**src/rtl/d_mem_arb_pkg.sv**
```systemverilog
// Shared types and constants for the data-memory arbiter.
package d_mem_arb_pkg;

  typedef enum logic [1:0] {
    IDLE   = 2'd0,
    ACCESS = 2'd1,
    RESP   = 2'd2
  } state_e;

  localparam logic PORT0  = 1'b0;
  localparam logic PORT1  = 1'b1;
  localparam int   WAIT_W = 4;

endpackage

```
**src/rtl/d_mem_arb_pick.sv**
```systemverilog
// Winner selection between the two requesters.
// D_MEM_ARB_RR_EN selects round-robin; otherwise port 0 has fixed priority.
module d_mem_arb_pick
  import d_mem_arb_pkg::*;
(
  input  logic       req0,
  input  logic       req1,
`ifdef D_MEM_ARB_RR_EN
  input  logic       last_winner,
`endif
  output logic [1:0] gnt
);

  always_comb begin
    gnt = 2'b00;
`ifdef D_MEM_ARB_RR_EN
    if (req0 && req1) begin
      if (last_winner == PORT1) gnt[PORT0] = 1'b1;
      else                      gnt[PORT1] = 1'b1;
    end else begin
      gnt[PORT0] = req0;
      gnt[PORT1] = req1;
    end
`else
    if (req0)      gnt[PORT0] = 1'b1;
    else if (req1) gnt[PORT1] = 1'b1;
`endif
  end

endmodule

```
**src/rtl/d_mem_arbiter.sv**
```systemverilog
// Two-port arbiter/sequencer for the single-port data memory; all memory-side
// outputs are registered. Optional round-robin via D_MEM_ARB_RR_EN.
module d_mem_arbiter
  import d_mem_arb_pkg::*;
#(
  parameter int ADDR_W      = 32,
  parameter int DATA_W      = 32,
  parameter int WAIT_CYCLES = 1
) (
  input  logic              clk,
  input  logic              rst_n,
  input  logic              r0_req,
  input  logic              r0_we,
  input  logic [ADDR_W-1:0] r0_addr,
  input  logic [DATA_W-1:0] r0_wdata,
  output logic              r0_gnt,
  output logic              r0_done,
  output logic [DATA_W-1:0] r0_rdata,
  input  logic              r1_req,
  input  logic              r1_we,
  input  logic [ADDR_W-1:0] r1_addr,
  input  logic [DATA_W-1:0] r1_wdata,
  output logic              r1_gnt,
  output logic              r1_done,
  output logic [DATA_W-1:0] r1_rdata,
  output logic [ADDR_W-1:0] mem_addr,
  output logic [DATA_W-1:0] mem_wdata,
  output logic              mem_write,
  output logic              mem_read,
  input  logic [DATA_W-1:0] mem_rdata,
  output logic              busy
);

  localparam logic [WAIT_W-1:0] WAIT_LAST = WAIT_W'(WAIT_CYCLES);

  state_e            state, state_nxt;
  logic [WAIT_W-1:0] wait_cnt;
  logic              win;
  logic              we_q;
  logic [1:0]        pick;
  logic [1:0]        grant;
  logic              access_last;
  logic              sel_we;
  logic [ADDR_W-1:0] sel_addr;
  logic [DATA_W-1:0] sel_wdata;

`ifdef D_MEM_ARB_RR_EN
  logic last_winner;
`endif

  d_mem_arb_pick u_pick (
    .req0        (r0_req),
    .req1        (r1_req),
`ifdef D_MEM_ARB_RR_EN
    .last_winner (last_winner),
`endif
    .gnt         (pick)
  );

  assign access_last = (state == ACCESS) && (wait_cnt == WAIT_LAST);
  assign sel_we      = grant[PORT1] ? r1_we    : r0_we;
  assign sel_addr    = grant[PORT1] ? r1_addr  : r0_addr;
  assign sel_wdata   = grant[PORT1] ? r1_wdata : r0_wdata;

  always_ff @(posedge clk or negedge rst_n) begin
    if (!rst_n) state <= IDLE;
    else        state <= state_nxt;
  end

  always_comb begin
    state_nxt = state;
    case (state)
      IDLE:    if (|grant)     state_nxt = ACCESS;
      ACCESS:  if (access_last) state_nxt = RESP;
      RESP:    state_nxt = IDLE;
      default: state_nxt = IDLE;
    endcase
  end

  // Grant is gated by rst_n so nothing is offered while registers are held.
  always_comb begin
    grant   = (state == IDLE && rst_n) ? pick : 2'b00;
    r0_gnt  = grant[PORT0];
    r1_gnt  = grant[PORT1];
    r0_done = (state == RESP) && (win == PORT0);
    r1_done = (state == RESP) && (win == PORT1);
    busy    = (state != IDLE);
  end

  always_ff @(posedge clk or negedge rst_n) begin
    if (!rst_n) begin
      wait_cnt    <= '0;
      win         <= PORT0;
      we_q        <= 1'b0;
      mem_addr    <= '0;
      mem_wdata   <= '0;
      mem_write   <= 1'b0;
      mem_read    <= 1'b0;
      r0_rdata    <= '0;
      r1_rdata    <= '0;
`ifdef D_MEM_ARB_RR_EN
      last_winner <= PORT1;
`endif
    end else begin
      case (state)
        IDLE: if (|grant) begin
          win         <= grant[PORT1] ? PORT1 : PORT0;
          we_q        <= sel_we;
          mem_addr    <= sel_addr;
          mem_wdata   <= sel_wdata;
          mem_write   <= sel_we;
          mem_read    <= ~sel_we;
          wait_cnt    <= '0;
`ifdef D_MEM_ARB_RR_EN
          last_winner <= grant[PORT1] ? PORT1 : PORT0;
`endif
        end
        ACCESS: begin
          if (access_last) begin
            mem_write <= 1'b0;
            mem_read  <= 1'b0;
            if (!we_q) begin
              if (win == PORT0) r0_rdata <= mem_rdata;
              else              r1_rdata <= mem_rdata;
            end
          end else begin
            wait_cnt <= wait_cnt + 1'b1;
          end
        end
        default: ;
      endcase
    end
  end

endmodule
```
**config.mk**
```make
export PLATFORM = sky130hd
export DESIGN_NAME = d_mem_arbiter
export DESIGN_NICKNAME = d
export VERILOG_FILES = /design/src/rtl/d_mem_arb_pkg.sv /design/src/rtl/d_mem_arb_pick.sv /design/src/rtl/d_mem_arbiter.sv
export SDC_FILE = /design/constraint.sdc
export NUM_CORES = 1
export LEC_CHECK = 0
export CAP_MARGIN = 20
export CORE_ASPECT_RATIO = 1.5
export CORE_MARGIN = 2
export CORE_UTILIZATION = 44
export DETAILED_ROUTE_END_ITERATION = 10
export PLACE_DENSITY = 0.95
export SLEW_MARGIN = 20
export SYNTH_ARGS = -nofsm -noshare
export SYNTH_HDL_FRONTEND = slang
export SYNTH_HIERARCHICAL = 1
export SYNTH_SLANG_ARGS = --single-unit
```
**constraint.sdc**
```tcl
create_clock -name clk -period 4 [get_ports clk]
set_input_delay 0.4 -clock clk [delete_from_list [all_inputs] [get_ports clk]]
set_output_delay 0.4 -clock clk [all_outputs]
set_load 0.01 [all_outputs]
```
==> results of run 1 <==
-- metrics by stage --
step | cell area (um^2) | hold slack [ns] | instances
global route | 9940 | 0.438 | 875
finish | 9940 | 0.429 | 875
global placement | 9280 | 0.286 | 843
CTS | 9940 | 0.428 | 875
detailed placement | 9280 | 0.283 | 843
floorplan | 6190 | 0.104 | 392
-- per-layer routing --
| layer | part of all wire, % | global-route usage (%) | vias to the layer above |
|---|---|---|---|
| met5 | 0 | 0 | - |
| met4 | 3.8 | 9.79 | 0 |
| met3 | 7.2 | 6.70 | 42 |
| met2 | 53 | 40.9 | 206 |
| met1 | 36 | 24.2 | 2192 |
| li1 | - | - | 2021 |
-- power groups by stage --
stage	clock (W)	combinational (W)	sequential, W
after floorplan	0	0.00115	0.00279
after global placement	0	0.00317	0.00249
after detailed placement	0	0.00326	0.00255
after CTS	0.00176	0.00329	0.00254
after global routing	0.00183	0.00344	0.00262
final	0.00173	0.00325	0.00253
-- worst max-delay path, cell delays in order --
cell,delay (ns)
dlygate4sd3_1,0.55
buf_6,0.27
and4bb_4,0.58
clkdlybuf4s50_1,0.62
-- logic make-up (layout without fill, tap and decap cells) --
group | Yosys count | after routing | share of synthesized area (%)
xor+xnor | 1 | 1 | 0.142
flops | 138 | 138 | 55.8
mux | 196 | 196 | 36.8
fa+ha+maj | 2 | 2 | 0.404
buf+inv | 24 | 342 | 3.09
simple gates | 23 | 23 | 2.91
compound gates | 8 | 8 | 0.829
-- cells in the mapped netlist (3+ instances only) --
cell type	n
mux2_2	168
dfrtp_1	138
mux2_4	20
buf_6	8
buf_2	6
buf_4	6
mux2_1	4
mux2i_1	4
nor2_1	4
inv_1	3
nand2_1	3
o21ai_0	3
o22ai_1	3
-- worst min-delay path by stage --
stage	to	startpoint	depth (start not counted)
2_1_floorplan	mem_addr[0]	rst_n	0
3_3_place_gp	mem_addr[4]	rst_n	1
3_5_place_dp	mem_addr[4]	rst_n	1
4_1_cts	mem_addr[4]	rst_n	2
5_1_grt	mem_addr[4]	rst_n	2
6_report	mem_addr[4]	rst_n	2
-- area by class of cell --
cell class / count / share of cell area [%]
clock buffers: 21 / 4.63
multi-input cells: 230 / 25.6
repair buffers: 308 / 31.0
clock inverters: 10 / 1.90
flip-flops and latches: 138 / 34.7
inverters: 3 / 0.113
well taps: 165 / 2.08
-- sequential cells by signal (all words and copies together), names as in the netlist --
register,count
mem_addr,32
mem_read,1
mem_wdata,32
mem_write,1
r0_rdata,32
r1_rdata,32
state,2
wait_cnt,4
we_q,1
win,1
-- placed cells by master (no fill, tap or decap), types with 2 or more instances in the layout --
cell             count
clkdlybuf4s50_1    299
mux2_2             168
dfrtp_1            138
mux2_4              20
clkbuf_16           17
buf_4                6
bufinv_16            5
nor2_1               4
mux2_1               4
mux2i_1              4
inv_1                3
o22ai_1              3
nand2_1              3
o21ai_0              3
or3b_4               2
nor3b_1              2
nand2b_1             2
o2bb2ai_1            2
ha_1                 2
clkbuf_1             2
inv_6                2
clkbuf_8             2
-- what timing repair did --
item,in CTS,in global routing
hold endpoints to repair,27,0
hold buffers,1,0
setup buffers,0,0
==> results by group, run 1 <==
Outcome
  • Outcome: completed

Setup path
  • Worst path arrival time: approximately 2.5 ns
  • R2R Setup Slk: approximately 1.8 ns
  • Req. time, crit path: between 3 and 4 ns
  • Crit-path max FO: 31
  • CP Class: in2out
  • Reg2Reg Depth: 6
  • Worst R2R Start: wait_cnt[1]
  • Critical Path Sink: r1_gnt
  • Reg-to-Reg End: r0_rdata[27]
  • CP endpoint kind: primary output
  • CP startpoint: rst_n
  • Startpoint types: input pin

Clocking
  • CTS-repair resized insts: 0
  • Clk sink count: around 140
  • H-Tree Depth: 4
  • Num CTS Buffers: 17
  • Longest Clk Path Bufs: 2
  • Clock-pin slew on the worst setup and hold paths: roughly 0.060 ns
  • TritonCTS clock tree: done
  • Clock root buffer: clkbuf_16
  • Clk_lat worst skew: 0.40 ns

Die
  • Rows: between 50 and 60
  • DIE HEIGHT: 149 um
  • Die area: 15000 um^2
  • IO Pins: around 300
  • Core ar.: around 14000 um^2
  • Die Width: slightly above 100 um
  • Initial core utilization: between 40 and 50%

Placement
  • Dpl ws: between 1 and 1.5 ns
  • IO Port Bufs: 300
  • HPWL Detailed: roughly 13000 um
  • Routability cong.: between 0.8 and 0.9

Drt
  • Pre-antenna DRT Iters: 4
  • Total length of routed wires: 17000 um
  • Number of vias per cell: 5.10
  • Routed Antenna Nets: 0
  • WL/cell: slightly below 20 um
  • Routed via count: approximately 4500
  • Drt drc: 0
  • Initial DRC count: 62

Power and ir drop
  • Pwr Total: about 0.0075 W
  • Seq pwr share: around 34%
  • Cell Pwr Density: between 700 and 800 nW/um^2
  • Int Power: 0.00531 W
  • Lkg Pwr: approximately 4.1 nW
  • Switching Share: roughly 29%
  • Peak VDD IR: roughly 0.00042 V
  • Clock share of power: a little under a quarter
  • Switch Pwr: roughly 0.0022 W
  • Logic pwr share: between 40 and 50%

Yosys
  • Synth Flop Type: dfrtp_1
  • Synthesized area: a little over 6000 um^2
  • Post-Syn Instances: slightly below 400
  • Dominant cell type by area after synthesis: dfrtp_1
  • Net Count, Synth: 560
  • Area contributors post-synth: dfrtp_1 (56%), mux2_2 (31%), mux2_4 (4.9%), buf_6 (1.5%), buf_4 (0.73%)
  • Sequential fraction of the synthesis area: a little under three fifths
  • Warnings, synthesis: 6
  • Asr flop ratio synth: 100%
  • Yosys top cell area share: a little under three fifths
  • Post-synthesis cell type count: 30
  • Seq cells post-synth: about 140
  • Avg Cell Area, Syn: about 16 um^2
  • Number of synthesized flops with an enable pin: 0

Cells and area
  • Nets: ~870
  • Seq. cell area: ~3500 um^2
  • Final Core Density: between 70% and 80%
  • Layout cells sized above 1: 32.7%
  • Synth-to-layout area growth: 60.7%
  • Fill cell count: between 900 and 1000
  • Multi-input logic area: about 2500 um^2
  • N_diodes: 0

STA
  • Final setup margin: between 1 and 1.5 ns
  • Slew at the pin closest to its max-slew limit: around 0.82 ns
  • Setup_tns: 0 ns
  • Slew Viols, Final: 0
  • Final hold viol count: 0
  • Rel. slew slack: roughly 45%
  • RSZ-0062 raised after global routing: false
  • Final Setup Violations: 0
  • Highest clock rate: 0.351 GHz
  • Clock skew: about 0.01 ns
  • Period utilization: 71.2%
  • Min cycle time layout: around 2.8 ns

GRT
  • GR Overflow Total: 0
  • Total GRT Usage: 22.7%
  • Antenna violations before repair: 0
  • Global-route wire length before repair: roughly 26000 um
  • Number of global-route vias before repair: between 4000 and 5000
  • Largest net degree at the start of global routing: 67

Hold path
  • HP Class: in2async

Run
  • Max_cap viols: 0
(Power assumes the default switching activity.)
==> run 2: changes to the inputs <==
--- a/config.mk
+++ b/config.mk
@@ -8,9 +8,9 @@
 export CAP_MARGIN = 20
 export CORE_ASPECT_RATIO = 1.5
 export CORE_MARGIN = 2
-export CORE_UTILIZATION = 44
+export CORE_UTILIZATION = 37
 export DETAILED_ROUTE_END_ITERATION = 10
-export PLACE_DENSITY = 0.95
+export PLACE_DENSITY = 0.88
 export SLEW_MARGIN = 20
 export SYNTH_ARGS = -nofsm -noshare
 export SYNTH_HDL_FRONTEND = slang
==> constraint.sdc (replaced) <==
create_clock -name clk -period 2.4 [get_ports clk]
set_input_delay 0.24 -clock clk [delete_from_list [all_inputs] [get_ports clk]]
set_output_delay 0.24 -clock clk [all_outputs]
set_load 0.01 [all_outputs]
==> run 2 against run 1 <==
- combinational power increased by 69%
- largest power group unchanged
- sequential cell count stayed put
- largest cell class unchanged
- final area increased by 1.1%
==> results by group, run 2 (synthesis gave the netlist of run 1 again) <==
Outcome
  • Outcome: completed

Power and ir drop
  • Peak VDD IR: 0.000645 V
  • Cell Pwr Density: 1240 nW/um^2
  • Lkg Pwr: between 4 and 5 nW

Drt
  • Drt drc: 0
  • Initial DRC count: 74
  • Routed via count: 4443
  • Routed Antenna Nets: 0
  • Pre-antenna DRT Iters: 4
  • Total length of routed wires: 17100 um
  • Number of vias per cell: between 4 and 5
  • WL/cell: 18.6 um

Run
  • Max_cap viols: 0

GRT
  • Global-route wire length before repair: ~26000 um
  • Number of global-route vias before repair: 5084
  • Antenna violations before repair: 0
  • GR Overflow Total: 0
  • Total GRT Usage: between 10% and 20%
  • Largest net degree at the start of global routing: 64

Placement
  • HPWL Detailed: between 10000 and 15000 um
  • IO Port Bufs: 300
  • Routability cong.: 0.745

Clocking
  • Longest Clk Path Bufs: 2
  • Num CTS Buffers: 17
  • Clk_lat worst skew: roughly 0.40 ns
  • Clk sink count: about 140
  • Clock-pin slew on the worst setup and hold paths: approximately 0.06 ns
  • Clock root buffer: clkbuf_16
  • TritonCTS clock tree: done
  • H-Tree Depth: 4
  • Post-CTS setup buffers: 0

Setup path
  • Crit-path max cell delay: between 0.6 and 0.7 ns
  • Crit-path max FO: 17
  • Worst path arrival time: 2.07 ns
  • Reg2Reg Depth: 4
  • Worst-path cell chain: dlygate4sd3_1, buf_12, and4bb_4, buf_6, clkdlybuf4s50_1
  • Startpoint types: input pin
  • R2R Setup Slk: approximately 0.36 ns
  • Slowest CP cell: dlygate4sd3_1
  • Reg-to-Reg End: mem_wdata[30]
  • Worst R2R Start: state[0]
  • CP endpoint kind: primary output
  • Req. time, crit path: 2.16 ns
  • CP Class: in2out
  • Cell family with most CP delay: buffers and inverters
  • Worst Path Buf+Inv: 4

Cells and area
  • Layout cells sized above 1: 33.1%
  • Commonest non-fill, non-tap cell in the layout: clkdlybuf4s50_1
  • Commonest cells after routing, fill and taps aside: clkdlybuf4s50_1 (298), mux2_2 (168), dfrtp_1 (138), mux2_4 (20), clkbuf_16 (17)
  • Synth-to-layout area growth: 62.5%
  • N_diodes: 0
  • Nets: 868
  • Final Core Density: between 60 and 70%

STA
  • Final Setup Violations: 0
  • Highest clock rate: 0.433 GHz
  • Clock skew: around 0.0085 ns
  • RSZ-0062 raised after global routing: false
  • Slew at the pin closest to its max-slew limit: 0.786 ns
  • Min cycle time layout: 2.31 ns
  • Rel. slew slack: a little under half
  • Final hold slack: 0.299 ns
  • Period utilization: between 90% and 100%
  • Final hold viol count: 0
  • Slew Viols, Final: 0
  • Setup_tns: 0 ns

Hold path
  • HP Class: in2async

Die
  • IO Pins: around 300
  • Die Width: approximately 110 um
  • DIE HEIGHT: between 150 and 200 um
  • Die area: 17800 um^2
  • Core ar.: between 15000 and 20000 um^2
  • Rows: 57
  • Initial core utilization: between 30% and 40%
[run 2: what timing repair did]
item / CTS / global route
setup endpoints to repair: 0 / 2
hold buffers: 1 / 0
endpoints found under the hold margin: 13 / 0
resized for setup: 0 / 4
[run 2: how the worst max path moves through the flow]
stage / startpoint / end / slack [ns] / cells past startpoint
3_5_place_dp: r0_req / mem_wdata[14] / 0.18 / 6
5_1_grt: rst_n / r1_gnt / 0.05 / 5
3_3_place_gp: r0_req / r1_gnt / 0.21 / 5
4_1_cts: rst_n / r0_gnt / 0.04 / 5
6_report: rst_n / r1_gnt / 0.09 / 5
2_1_floorplan: wait_cnt[1] / r0_rdata[10] / 0.49 / 6
[run 2: routing by layer]
metal  share of wire, %  vias up  GRT usage [%]
met4                2.9        0           7.94
met2                 55      213           37.0
li1                   -     2022              -
met5                  0        -              0
met3                9.1       33           6.36
met1                 33     2175           18.3
[run 2: metrics by stage]
step                      total power (W)  instance area (um^2)  setup WS [ns]  instances
final                              0.0125                 10100         0.0899        919
after global routing               0.0132                 10100         0.0518        919
after CTS                          0.0127                 10000         0.0408        919
after detailed placement          0.00978                  9390          0.184        886
after global placement            0.00951                  9390          0.212        886
after floorplan                   0.00657                  6190          0.491        392
[run 2: final cells by class]
| class | instances | area, um^2 |
|---|---|---|
| sequential | 138 | 3450 |
| tap | 206 | 258 |
| inverter | 3 | 11.3 |
| multi-input combinational | 230 | 2540 |
| fill | 1228 | 6200 |
| clock buffer | 20 | 457 |
| clock inverter | 12 | 188 |
| timing repair buffer | 310 | 3150 |
[run 2: report_power, final]
part	leakage [nW]	internal, W	switching [W]
clock	0.308	0.00181	0.000997
combinational	2.17	0.00349	0.00199
sequential	1.65	0.00351	0.000702
total	4.13	0.00881	0.00369
[run 2: worst reg2reg max path, cell delays in order (launching register included)]
cell and delay (ns):
dfrtp_1 0.44, or3b_4 0.47, nor2_4 0.32, buf_12 0.27, mux2_2 0.41
